File: config.mk
export PLATFORM = sky130hd
export DESIGN_NAME = drv_ad56x3
export DESIGN_NICKNAME = d
export VERILOG_FILES = /design/src/rtl/drv_ad56x3.sv
export SDC_FILE = /design/constraint.sdc
export NUM_CORES = 1
export LEC_CHECK = 0
export BUFFER_PORTS_ARGS = -buffer_cell sky130_fd_sc_hd__buf_2
export CAP_MARGIN = 20
export CELL_PAD_IN_SITES_DETAIL_PLACEMENT = 1
export CELL_PAD_IN_SITES_GLOBAL_PLACEMENT = 1
export CORE_MARGIN = 2
export CORE_UTILIZATION = 53
export DETAILED_ROUTE_END_ITERATION = 8
export MAX_ROUTING_LAYER = met4
export PLACE_DENSITY = 0.87
export REMOVE_ABC_BUFFERS = 1
export SYNTH_ARGS = -nofsm -noshare
export SYNTH_HDL_FRONTEND = slang
export SYNTH_SLANG_ARGS = --single-unit
File: constraint.sdc
create_clock -name clk -period 5.63 [get_ports clk]
set_input_delay 0.2815 -clock clk [delete_from_list [all_inputs] [get_ports clk]]
set_output_delay 0.2815 -clock clk [all_outputs]
set_load 0.05 [all_outputs]
File: src/rtl/drv_ad56x3.sv
// drv_ad56x3: SPI write driver for AD5623/AD5643/AD5663 dual DACs.
// Takes a channel A / channel B sample pair over a valid/ready stream,
// converts each sample to a 16-bit DAC code and shifts out two 24-bit frames
// (A first, then B). Channel B uses "write input register, update all" so both
// DAC outputs change together.
// Optional macro DRV_AD56X3_CHECKS_EN compiles in simulation-only parameter
// and dropped-sample checks; the synthesized logic is the same either way.
module drv_ad56x3 #(
  parameter string SIGN_A        = "UNSIGNED",
  parameter string SIGN_B        = "UNSIGNED",
  parameter int    DATA_WIDTH    = 16,
  parameter int    SCLK_DIVIDER  = 2,
  parameter int    SYNC_DURATION = 5
) (
  input  logic                  clk,
  input  logic                  reset,
  input  logic                  asiValid,
  input  logic                  asiChannel,
  input  logic [DATA_WIDTH-1:0] asiData,
  output logic                  asiRdy,
  output logic                  dacSync,
  output logic                  dacSclk,
  output logic                  dacDin
);

  localparam logic [2:0] COMMAND_WORD_A = 3'b000;
  localparam logic [2:0] ADDRESS_WORD_A = 3'b000;
  localparam logic [2:0] COMMAND_WORD_B = 3'b010;
  localparam logic [2:0] ADDRESS_WORD_B = 3'b001;

  localparam bit SIGNED_A = (SIGN_A == "SIGNED");
  localparam bit SIGNED_B = (SIGN_B == "SIGNED");

  localparam int TICK_W = (SCLK_DIVIDER > 1) ? $clog2(SCLK_DIVIDER) : 1;
  localparam logic [TICK_W-1:0] TICK_LAST = TICK_W'(SCLK_DIVIDER - 1);

  // A frame is 48 ticks: 24 SCLK low halves and 24 SCLK high halves.
  localparam logic [15:0] SHIFT_LAST = 16'd47;
  localparam logic [15:0] GAP_LAST   = 16'(SYNC_DURATION - 1);

  typedef enum logic [2:0] {
    IDLE,
    SHIFT_A,
    GAP_A,
    SHIFT_B,
    GAP_B
  } StateType;

  StateType          state, stateNext;
  logic [TICK_W-1:0] tickCnt, tickCntNext;
  logic [15:0]       phaseCnt, phaseCntNext;
  logic [23:0]       frameA, frameANext;
  logic [23:0]       frameB, frameBNext;
  logic [23:0]       shiftReg, shiftRegNext;
  logic              rdyNext, syncNext, sclkNext, dinNext;
  logic              tick;

  logic                  signFlip;
  logic [DATA_WIDTH-1:0] flipped;
  logic [15:0]           code16;
  logic [23:0]           newFrame;

  assign tick = (tickCnt == TICK_LAST);

  // Sample-to-frame conversion: flip the MSB for signed channels (two's
  // complement to offset binary), left-justify into 16 bits, add the header.
  always_comb begin
    signFlip = asiChannel ? SIGNED_B : SIGNED_A;
    flipped  = asiData;
    flipped[DATA_WIDTH-1] = asiData[DATA_WIDTH-1] ^ signFlip;
    code16   = 16'(flipped) << (16 - DATA_WIDTH);
    if (asiChannel)
      newFrame = {2'b00, COMMAND_WORD_B, ADDRESS_WORD_B, code16};
    else
      newFrame = {2'b00, COMMAND_WORD_A, ADDRESS_WORD_A, code16};
  end

  // Next-state and next-output logic; all pin outputs are registered so the
  // DAC sees glitch-free SYNC/SCLK/DIN.
  always_comb begin
    stateNext    = state;
    tickCntNext  = tick ? '0 : tickCnt + 1'b1;
    phaseCntNext = phaseCnt;
    frameANext   = frameA;
    frameBNext   = frameB;
    shiftRegNext = shiftReg;
    rdyNext      = asiRdy;
    syncNext     = dacSync;
    sclkNext     = dacSclk;
    dinNext      = dacDin;

    case (state)
      IDLE: begin
        tickCntNext  = '0;
        phaseCntNext = '0;
        rdyNext      = 1'b1;
        syncNext     = 1'b1;
        sclkNext     = 1'b1;
        dinNext      = 1'b0;
        if (asiRdy && asiValid) begin
          if (!asiChannel) begin
            frameANext = newFrame;
          end else begin
            frameBNext   = newFrame;
            shiftRegNext = frameA;
            dinNext      = frameA[23];
            syncNext     = 1'b0;
            rdyNext      = 1'b0;
            stateNext    = SHIFT_A;
          end
        end
      end

      SHIFT_A, SHIFT_B: begin
        if (tick) begin
          phaseCntNext = phaseCnt + 1'b1;
          if (phaseCnt == SHIFT_LAST) begin
            phaseCntNext = '0;
            syncNext     = 1'b1;
            sclkNext     = 1'b1;
            dinNext      = 1'b0;
            stateNext    = (state == SHIFT_A) ? GAP_A : GAP_B;
          end else if (!phaseCnt[0]) begin
            sclkNext = 1'b0;
          end else begin
            sclkNext     = 1'b1;
            shiftRegNext = {shiftReg[22:0], 1'b0};
            dinNext      = shiftReg[22];
          end
        end
      end

      GAP_A: begin
        if (tick) begin
          phaseCntNext = phaseCnt + 1'b1;
          if (phaseCnt == GAP_LAST) begin
            phaseCntNext = '0;
            shiftRegNext = frameB;
            dinNext      = frameB[23];
            syncNext     = 1'b0;
            sclkNext     = 1'b1;
            stateNext    = SHIFT_B;
          end
        end
      end

      GAP_B: begin
        if (tick) begin
          phaseCntNext = phaseCnt + 1'b1;
          if (phaseCnt == GAP_LAST) begin
            phaseCntNext = '0;
            rdyNext      = 1'b1;
            stateNext    = IDLE;
          end
        end
      end

      default: begin
        stateNext = IDLE;
      end
    endcase
  end

  // State and output registers; reset aborts any transfer immediately.
  always_ff @(posedge clk or posedge reset) begin
    if (reset) begin
      state    <= IDLE;
      tickCnt  <= '0;
      phaseCnt <= '0;
      frameA   <= '0;
      frameB   <= '0;
      shiftReg <= '0;
      asiRdy   <= 1'b0;
      dacSync  <= 1'b1;
      dacSclk  <= 1'b1;
      dacDin   <= 1'b0;
    end else begin
      state    <= stateNext;
      tickCnt  <= tickCntNext;
      phaseCnt <= phaseCntNext;
      frameA   <= frameANext;
      frameB   <= frameBNext;
      shiftReg <= shiftRegNext;
      asiRdy   <= rdyNext;
      dacSync  <= syncNext;
      dacSclk  <= sclkNext;
      dacDin   <= dinNext;
    end
  end

`ifdef DRV_AD56X3_CHECKS_EN
  if (!(DATA_WIDTH == 12 || DATA_WIDTH == 14 || DATA_WIDTH == 16)) begin : gBadWidth
    $error("drv_ad56x3: DATA_WIDTH must be 12, 14 or 16");
  end
  if (SCLK_DIVIDER < 1) begin : gBadDivider
    $error("drv_ad56x3: SCLK_DIVIDER must be at least 1");
  end
  if (SYNC_DURATION < 1) begin : gBadSync
    $error("drv_ad56x3: SYNC_DURATION must be at least 1");
  end
  if (SIGN_A != "SIGNED" && SIGN_A != "UNSIGNED") begin : gBadSignA
    $error("drv_ad56x3: SIGN_A must be SIGNED or UNSIGNED");
  end
  if (SIGN_B != "SIGNED" && SIGN_B != "UNSIGNED") begin : gBadSignB
    $error("drv_ad56x3: SIGN_B must be SIGNED or UNSIGNED");
  end

  // Flag samples offered while the driver is busy; they are dropped.
  always_ff @(posedge clk) begin
    if (!reset && asiValid && !asiRdy)
      $warning("drv_ad56x3: sample dropped, asiValid while asiRdy=0");
  end
`else
  // Default build: no checks.
`endif

endmodule

* Word level (Yosys, flattened, before mapping)
Cells that the tools add are included.
Storage, ports and cells: bits in registers 89, output and inout bits 4
Cells by class: equal/unequal tests 18, bitwise logic cells 1, add/subtract/negate cells 2, muxes and demuxes 47, reductions and logical operators 16
Operators by type and width (count):
- 23-bit two-way mux | 7
- 23-bit one-hot mux with 3 select lines | 1
- 16-bit two-way mux | 4
- 16-bit one-hot mux with 3 select lines | 1
- 3-bit two-way mux | 9
- 21-bit two-way mux | 1
- 2-bit != test, second input constant | 10
- 1-bit two-way mux | 19
- 16-bit by 1-bit adder with 16-bit output, second input constant | 1
- 16-bit by 3-bit equality test with 1-bit output, second input constant | 1
- 16-bit by 6-bit equality test with 1-bit output, second input constant | 1
- 8-bit AND reduction | 2
- 3-bit one-hot mux with 4 select lines | 1
- 3-bit AND reduction | 4
- 5-bit AND reduction | 2
- 1-bit one-hot mux with 3 select lines | 3
- 3-bit by 2-bit equality test with 1-bit output, second input constant | 2
- 3-bit nonzero test | 2
- 4-bit AND reduction | 1
- 2-bit OR reduction | 2
- 3-bit by 1-bit equality test with 1-bit output, second input constant | 1
- 3-bit equality test, second input constant | 1
- 3-bit logical NOT | 1
- 3-bit != test, second input constant | 1
- other kinds (6) | 6

* Longest topological paths before layout
Gate-level depths: netlist of run 1.
depth after elaboration 5, depth in mapped cells 8, mapped depth without buffers 7

* Worst setup path before layout of run 1
OpenSTA, ideal clock, no wires.
kind reg2reg, from register state[1], to register frameA[0], stages on the path, launching flop included 9, required time 5505 ps, library setup time 125 ps, setup slack 3691 ps, arrival time 1814 ps, clock period less this slack 1939 ps, path buffers 3, path through dfrtp_1 > buf_2 > or2_1 > buf_2 > nor2_2 > nand3_1 > nor2_4 > buf_4 > mux2_2
On the way: longest elaborated chain between the ends 2
Ends and longest elaborated chain:
- from (decl) | line 49 | StateType state, stateNext;
- from (signal assigned) | line 178 | state <= stateNext;
- 3-bit logical NOT | line 92 | case (state)
- 3-bit AND reduction (no line)
- to (signal assigned) | line 181 | frameA <= frameANext;
- to (decl) | line 52 | logic [23:0] frameA, frameANext;
No other way between the ends. A chain may end at the register's enable or synchronous reset.

* Final worst setup path of run 1
from register state[2], to register shiftReg[2]
On the way: longest elaborated chain between the ends 4, elaborated cells on any way between the ends 15, classes of those cells 10 x eq/ne; 1 x mux; 4 x reduce/logical
Ends and longest elaborated chain:
- 3-bit by 1-bit equality test with 1-bit output or 3-bit by 2-bit equality test with 1-bit output (tied branches) | line 92
- 2-bit OR reduction | line 92
- 2-bit != test (no line) or 3-bit nonzero test (tied branches)
- 8-bit AND reduction (no line)
- to (signal assigned) | line 183 | shiftReg <= shiftRegNext;
- to (decl) | line 54 | logic [23:0] shiftReg, shiftRegNext;
Several ways; a longest one is shown, not always the timed one.

==> key figures, run 1 <==
Clocking
  – TritonCTS clock tree: built
  – CTS sink cnt: 81
  – Cts bufs inserted: 9
  – CTS H-Tree Depth: 3
  – CTS root buffer: clkbuf_8
  – Max Buffers Root-to-Sink: 2
  – Clock latency on the worst-skew pair: 0.36 ns
  – CTS clk-pin slew, worst paths: 0.09 ns

Route
  – Uppermost layer routed: met4
  – # DRC: 0
  – Iteration count of the initial detailed-routing pass: 4
  – Avg WL per Cell: 18.9 um
  – DR WL met3: 204 um
  – Routed vias: 2702
  – Met2 wire len: 4480 um
  – Met1 Wirelength: 3890 um
  – Detailed Route Iter0 Violations: 118
  – Routed Antenna Nets: 0
  – Vias per cell: 5.86
  – Final wirelength: 8730 um

Timing
  – Fmax: 377 MHz
  – Unrepaired setup endpoints after global routing: no
  – PnR worst setup slack: 2.98 ns
  – Final worst path period share: 47.1%
  – Slew Viols, Final: 0
  – Final Critical Period: 2.65 ns
  – TNS Setup: 0 ns
  – Slew headroom: 55.1%
  – Final setup viols: 0
  – Clock Skews: 0.0153 ns
  – Tightest Pin Transition: 0.673 ns
  – Hold Fails Final Rpt: 0

Synth
  – Syn Area/Cell: 11.6 um^2
  – Synth top area share: 50.7%
  – Top FF cell, synth: dfrtp_1
  – Top cells by count, synth: 79 x dfrtp_1, 38 x nor2_1, 34 x mux2_2
  – Number of flops mapped to enable cells by yosys: 0
  – Synth warnings: 0
  – Largest cells by area after synthesis: dfrtp_1 51%, mux2_2 9.8%, mux2_4 5.8%
  – Top-count cell post-synth: dfrtp_1
  – FFs w/ async S/R, synth: 100%
  – Post-Synthesis Cells: 335
  – Synth unique cells: 55
  – Largest area contributor in the netlist: dfrtp_1
  – Register bit total from synthesis: 81
  – Cell Area, Synth: 3900 um^2
  – Seq/Total Area, Yosys: 52.0%

GRT
  – Initial antenna violation count: 0
  – Pin count of the biggest net entering global routing: 82
  – Gr usage total: 23.8%
  – First-pass GRT wire length: 14900 um
  – Vias in the first global route: 2930
  – GR Overflow Total: 0

Place
  – Dpl hpwl: 5660 um
  – Cell count after placement: 442
  – Gpl congestion: 0.817
  – Post-place setup slack: 3.09 ns
  – PortBufs: 23

Layout
  – Nets: 379
  – Synth-to-Final Area Change: 10.7%
  – Fin cells: 461
  – Filler instances: 745
  – Antenna cell count: 0
  – Share of layout cells above drive strength 1: 29.8%
  – Register area: 2030 um^2
  – Multi-input logic area: 1750 um^2

Critical path
  – Setup CP Type: flip-flop to flip-flop
  – Crit Path Max Fanout: 21
  – Crit. End Element: flip-flop
  – Worst EP arrival: 2.89 ns
  – Worst Path Required: 5.87 ns
  – CP startpoint kind: flip-flop

Power and ir drop
  – Peak VDD IR: 0.000322 V
  – Leak: 1.89 nW
  – Power per cell area: 525 nW/um^2

Floorplan
  – Cell Rows: 31
  – Core Area: 7180 um^2
  – I/O pin total: 24
  – Initial Utilization: 54.4%
  – Die area: 8070 um^2
  – Die W: 89.8 um
  – Die height: 89.8 um

Run
  – Max Cap Viol: 0

Min path
  – Hold Path Class: input pin to flip-flop

Run status
  – Status: finished, final reports clean
-- logic make-up after synthesis --
group                    Yosys count  synth area share (%)
AO/OA/AOI/OAI                     65                  11.1
XOR/XNOR                          13                  2.92
buffers and inverters             25                  3.05
adder cells (fa/ha/maj)            4                  1.19
multiplexers                      51                  16.2
AND/OR/NAND/NOR                   96                  13.6
flip-flops                        81                  52.0
-- layout by cell type, fill, tap and decap left out, drive strengths merged, types with 4 or more instances in the layout --
master / n
dfrtp: 79
mux2: 51
nor2: 40
buf: 26
a21oi: 20
nand2: 16
o22ai: 16
xor2: 10
clkbuf: 10
nand3: 9
nand4: 9
inv: 9
o21ai: 7
a22o: 6
nor3: 4
clkinv: 4
-- where the power goes --
part	switching (W)	total, W	internal (W)
Clock	0.000234	0.000444	0.000210
Combinational	0.000444	0.000876	0.000433
Sequential	0.000149	0.000948	0.000799
-- through the flow --
stage | hold slack [ns] | area [um^2] | total power, W | utilization [%]
4_1_cts | 0.147 | 4270 | 0.00227 | 59.5
5_1_grt | 0.167 | 4320 | 0.00241 | 60.2
6_report | 0.154 | 4320 | 0.00227 | 60.2
3_5_place_dp | 0.476 | 4070 | 0.00181 | 56.7
3_3_place_gp | 0.453 | 4070 | 0.00175 | 56.7
2_1_floorplan | 0.416 | 3810 | 0.00159 | -
-- what timing repair did --
action                    4_1_cts  5_1_grt
resized for setup               0        0
hold endpoints to repair        0       18
hold buffers                    0        1
buffers inserted                0        0
-- worst max-delay path: stages, from the launching register on --
cell      delay (ns)
dfrtp_1         0.56
inv_1           0.58
o21ai_0         0.31
a211oi_2        0.25
o21ai_2         0.21
buf_4           0.29
mux2_4          0.32
-- routing by layer --
| layer | vias to the layer above | GRT usage (%) |
|---|---|---|
| li1 | 1256 | - |
| met1 | 1388 | 29.6 |
| met2 | 43 | 40.2 |
| met3 | 15 | 3.19 |
| met4 | 0 | 8.59 |
| met5 | - | - |
-- flip-flops by register name, indices dropped and copies added (netlist names) --
name / flops
phaseCnt: 16
shiftReg: 23
dacSclk: 1
state: 3
tick: 1
asiRdy: 1
dacDin: 1
frameB: 17
dacSync: 1
frameA: 17
-- worst paths after layout --
path | slack, ns | cells after the start | endpoint | startpoint
max in group asynchronous | 4.50 | 5 | dacSclk | reset
worst max-delay path | 2.98 | 6 | shiftReg[2] | state[2]
worst min register to register | 0.49 | 2 | dacSclk | dacSclk
worst max register to register | 2.98 | 6 | shiftReg[2] | state[2]
worst min-delay path | 0.15 | 2 | frameA[5] | asiData[5]
min in group asynchronous | 0.48 | 4 | frameB[11] | reset
-- cell type report --
| type | count | area share, % |
|---|---|---|
| Clock inverter | 7 | 1.80 |
| Clock buffer | 9 | 2.87 |
| Sequential cell | 81 | 47.0 |
| Inverter | 8 | 0.724 |
| Multi-Input combinational cell | 229 | 40.6 |
| Timing Repair Buffer | 28 | 4.20 |
| Tap cell | 99 | 2.87 |
No activity file was read; power rests on OpenSTA's default activity.
==> inputs of run 2 (changes only) <==
--- a/config.mk
+++ b/config.mk
@@ -10,10 +10,10 @@
 export CELL_PAD_IN_SITES_DETAIL_PLACEMENT = 1
 export CELL_PAD_IN_SITES_GLOBAL_PLACEMENT = 1
 export CORE_MARGIN = 2
-export CORE_UTILIZATION = 53
+export CORE_UTILIZATION = 49
 export DETAILED_ROUTE_END_ITERATION = 8
 export MAX_ROUTING_LAYER = met4
-export PLACE_DENSITY = 0.87
+export PLACE_DENSITY = 0.81
 export REMOVE_ABC_BUFFERS = 1
 export SYNTH_ARGS = -nofsm -noshare
 export SYNTH_HDL_FRONTEND = slang
==> constraint.sdc (replaced) <==
create_clock -name clk -period 2.6 [get_ports clk]
set_input_delay 0.13 -clock clk [delete_from_list [all_inputs] [get_ports clk]]
set_output_delay 0.13 -clock clk [all_outputs]
set_load 0.05 [all_outputs]
==> run 2 against run 1 <==
Total power is 110% higher; core utilization is 4.3 points lower; critical path type unchanged; non-clock buffer count is 5 higher; design area hardly changed; sequential share of layout area hardly changed.
==> key figures, run 2 (synthesis gave the netlist of run 1 again) <==
Run status
  – Status: finished, final reports clean

Clocking
  – CTS sink cnt: 81
  – TritonCTS clock tree: built
  – Clock latency on the worst-skew pair: 0.35 ns
  – Max Buffers Root-to-Sink: 2
  – Cts bufs inserted: 9
  – CTS clk-pin slew, worst paths: 0.08 ns
  – CTS H-Tree Depth: 3
  – CTS root buffer: clkbuf_8

Route
  – Avg WL per Cell: 18.6 um
  – Detailed Route Iter0 Violations: 115
  – Routed vias: 2679
  – Iteration count of the initial detailed-routing pass: 4
  – Vias per cell: 5.71
  – Routed Antenna Nets: 0
  – Final wirelength: 8700 um
  – # DRC: 0

Timing
  – Fmax: 451 MHz
  – Unrepaired setup endpoints after global routing: no
  – Slew headroom: 36.6%
  – Final Critical Period: 2.22 ns
  – Slew Viols, Final: 0
  – Worst hold slack: 0.0160 ns
  – Tightest Pin Transition: 0.951 ns
  – Final worst path period share: 85.4%
  – Clock Skews: 0.00864 ns
  – Hold Fails Final Rpt: 0
  – Final setup viols: 0
  – TNS Setup: 0 ns

Floorplan
  – Die height: 93.2 um
  – Cell Rows: 32
  – I/O pin total: 24
  – Die area: 8690 um^2
  – Die W: 93.2 um
  – Core Area: 7730 um^2
  – Initial Utilization: 50.5%

GRT
  – Pin count of the biggest net entering global routing: 56
  – Vias in the first global route: 2964
  – GR Overflow Total: 0
  – Gr usage total: 22.8%
  – First-pass GRT wire length: 14900 um
  – Initial antenna violation count: 0

Place
  – Cell Area, Placed: 4130 um^2
  – PortBufs: 23
  – Dpl hpwl: 6060 um
  – Gpl congestion: 0.796

Power and ir drop
  – Leak: 1.90 nW
  – Power per cell area: 1120 nW/um^2
  – Peak VDD IR: 0.000536 V
  – Overall power: 0.00483 W

Run
  – Max Cap Viol: 0

Critical path
  – R2R Path Start: state[2]
  – Worst EP arrival: 2.45 ns
  – Setup CP Type: flip-flop to flip-flop
  – Crit. End Element: flip-flop
  – CP Launch Point: state[2]
  – Worst Path Required: 2.83 ns
  – Crit Path Max Fanout: 15
  – R2R Setup Slk: 0.38 ns
  – CP startpoint kind: flip-flop

Layout
  – Synth-to-Final Area Change: 10.7%
  – Nets: 384
  – Most frequent cells in the layout: 79 x dfrtp_1, 38 x nor2_1, 34 x mux2_2
  – Largest register FFs: 23
  – Share of layout cells above drive strength 1: 30.8%
  – Largest registers: shiftReg: 23 flops, frameA: 17 flops, frameB: 17 flops
  – Biggest register: shiftReg
  – Post-layout util: 55.9%
  – Final instance area: 4320 um^2
  – Antenna cell count: 0
  – Most common cell after layout, fill and taps aside: dfrtp_1

Min path
  – Min-delay src: asiData[6]
  – Hold Path Class: input pin to flip-flop
run 2: cell count changes in the layout (fill, tap and decap cells not counted):
cell,delta
inv_6,-3
buf_6,+1
buf_16,-1
clkbuf_8,+1
clkinv_4,-1
clkinv_2,+2
bufinv_16,-1
clkinvlp_4,+1
buf_4,+6
run 2: final timing paths:
path | to | cells after the start
worst max-delay path | phaseCnt[15] | 5
worst min-delay path | frameA[6] | 2
worst max register to register | phaseCnt[15] | 5
worst min register to register | frameB[16] | 1
max in group asynchronous | frameA[9] | 4
min in group asynchronous | frameA[6] | 3
run 2: critical path: stages (launching register included):
cell and delay (ns):
dfrtp_1 0.66, inv_1 0.32, maj3_1 0.65, nand4_1 0.21, xor2_1 0.19, nor2_1 0.06
run 2: power breakdown:
group          internal [W]  leakage (nW)  switching, W
Sequential          0.00173          1.00      0.000302
Clock              0.000394        0.0911      0.000458
Combinational      0.000967         0.803      0.000976
Total               0.00309          1.90       0.00174
run 2: repair_timing:
action                    4_1_cts  5_1_grt
hold buffers                    1        0
hold endpoints to repair       51        0
gates resized for setup         0        0
setup buffers                   0        0
run 2: final cells by class:
type,instances,area (um^2)
Clock buffer,11,151
Clock inverter,5,30.0
Fill cell,835,3410
Inverter,8,31.3
Multi-Input combinational cell,229,1750
Sequential cell,81,2030
Tap cell,102,128
Timing Repair Buffer,33,196
run 2: metrics by stage:
stage          instances  setup WS [ns]
2_1_floorplan        318          0.231
3_3_place_gp         451          0.449
3_5_place_dp         452          0.421
4_1_cts              469          0.398
5_1_grt              469          0.257
6_report             469          0.381
run 2: layer usage:
metal	vias up	GRT usage, %	share of wire [%]
met5	-	-	0
li1	1259	-	-
met4	0	7.48	1.3
met3	8	3.95	2.9
met2	43	37.9	52
met1	1369	28.5	44
==> inputs of run 3 (changes only) <==
==> constraint.sdc (replaced) <==
create_clock -name clk -period 2.6 [get_ports clk]
set_input_delay 0.65 -clock clk [delete_from_list [all_inputs] [get_ports clk]]
set_output_delay 0.65 -clock clk [all_outputs]
set_load 0.05 [all_outputs]
==> run 3 against run 2 <==
Worst setup slack worse by 0.050 ns; global-route usage rose by 0.75 points; final cell count fell by 0.64%; non-clock buffer count fell by 2; clock power up 22%; largest cell class unchanged; largest power group unchanged.
==> key figures, run 3 (synthesis gave the netlist of run 1 again) <==
Critical path
  – R2R Path Start: state[1]
  – Crit Path Max Fanout: 17
  – CP startpoint kind: flip-flop
  – R2R Setup Slk: 0.33 ns
  – Worst path buffer plus inverter count: 0
  – FF-to-FF path depth: 5
  – Cell Chain, Critical Path: or2_1, nor2_2, nand3_1, nor2_4, mux2_2
  – Crit-path leading delay family: simple AND/OR/NAND/NOR gates
  – Reg2Reg Capture Point: frameA[3]
  – Worst Path Required: 2.84 ns
  – Crit. End Element: flip-flop
  – Setup CP Type: flip-flop to flip-flop
  – CP max stage cell: nor2_4
  – Worst EP arrival: 2.51 ns
  – CP max stage delay: 0.51 ns

Floorplan
  – Cell Rows: 32
  – Core Area: 7730 um^2
  – Die W: 93.2 um
  – Die height: 93.2 um
  – I/O pin total: 24
  – Die area: 8690 um^2
  – Initial Utilization: 50.5%

Min path
  – Hold Path Class: input pin to async pin

Route
  – Routed vias: 2724
  – # DRC: 0
  – Routed Antenna Nets: 0
  – Iteration count of the initial detailed-routing pass: 4
  – Vias per cell: 5.85
  – Avg WL per Cell: 19.3 um
  – Final wirelength: 9010 um
  – Detailed Route Iter0 Violations: 99

Timing
  – Hold Fails Final Rpt: 0
  – TNS Setup: 0 ns
  – Slew Viols, Final: 0
  – Unrepaired setup endpoints after global routing: no
  – Slew headroom: 53.7%
  – Final worst path period share: 87.3%
  – Tightest Pin Transition: 0.693 ns
  – Worst hold slack: 0.280 ns
  – Fmax: 441 MHz
  – Final setup viols: 0
  – Clock Skews: 0.00908 ns
  – Final Critical Period: 2.27 ns

Clocking
  – TritonCTS clock tree: built
  – Max Buffers Root-to-Sink: 2
  – CTS sink cnt: 81
  – CTS H-Tree Depth: 3
  – CTS resizes: 0
  – CTS root buffer: clkbuf_8
  – Clock latency on the worst-skew pair: 0.36 ns
  – Post-CTS Hold Buffers: 0
  – Postcts setup bufs: 0
  – Cts bufs inserted: 9
  – CTS clk-pin slew, worst paths: 0.08 ns

Place
  – Dpl hpwl: 5760 um
  – PortBufs: 23
  – Gpl congestion: 0.835

Layout
  – Largest register FFs: 23
  – Antenna cell count: 0
  – Share of layout cells above drive strength 1: 30.5%
  – Synth-to-Final Area Change: 11.8%
  – Nets: 382
  – Largest registers: shiftReg: 23 flops, frameA: 17 flops, frameB: 17 flops
  – Most frequent cells in the layout: 79 x dfrtp_1, 38 x nor2_1, 34 x mux2_2
  – Most common cell after layout, fill and taps aside: dfrtp_1
  – Biggest register: shiftReg

GRT
  – First-pass GRT wire length: 15200 um
  – Pin count of the biggest net entering global routing: 58
  – Initial antenna violation count: 0
  – Vias in the first global route: 2993
  – GR Overflow Total: 0
  – Gr usage total: 23.6%

Run status
  – Status: finished, final reports clean

Power and ir drop
  – Peak VDD IR: 0.000569 V
  – Power per cell area: 1150 nW/um^2
  – Leak: 1.91 nW

Run
  – Max Cap Viol: 0
-- run 3: worst max path at each step --
stage | startpoint | to | slack (ns) | cells past startpoint
final | state[1] | frameA[3] | 0.33 | 5
after global routing | phaseCnt[0] | phaseCnt[2] | 0.15 | 6
after CTS | state[1] | frameA[3] | 0.34 | 5
after detailed placement | phaseCnt[8] | shiftReg[9] | 0.40 | 5
after global placement | phaseCnt[12] | shiftReg[3] | 0.46 | 5
after floorplan | reset | asiRdy | -0.13 | 1
-- run 3: final cells by class --
| cell class | instances | area [um^2] |
|---|---|---|
| Multi-Input combinational cell | 229 | 1750 |
| Clock inverter | 5 | 80.1 |
| Inverter | 8 | 31.3 |
| Fill cell | 807 | 3360 |
| Tap cell | 102 | 128 |
| Sequential cell | 81 | 2030 |
| Timing Repair Buffer | 31 | 204 |
| Clock buffer | 10 | 138 |
-- run 3: routing by layer --
metal  GRT usage (%)  vias up  part of all wire (%)
met4            10.9        0                   2.3
met1            29.5     1397                    46
met5               -        -                     0
li1                -     1270                     -
met2            37.8       40                    50
met3            3.87       17                   2.1
-- run 3: where the power goes --
group,total [W],switching (W),leakage (nW),internal (W)
sequential,0.00204,0.000309,1.00,0.00173
combinational,0.00195,0.000977,0.806,0.000968
clock,0.00104,0.000480,0.104,0.000560
-- run 3: per-stage QoR --
step / cell area (um^2) / instances / total power (W) / setup WS (ns) / util, %
finish: 4360 / 466 / 0.00503 / 0.331 / 56.5
global route: 4360 / 466 / 0.00534 / 0.148 / 56.5
CTS: 4360 / 466 / 0.00505 / 0.344 / 56.5
detailed placement: 4150 / 451 / 0.00397 / 0.403 / 53.7
global placement: 4140 / 450 / 0.00383 / 0.460 / 53.5
floorplan: 3810 / 318 / 0.00345 / -0.127 / -
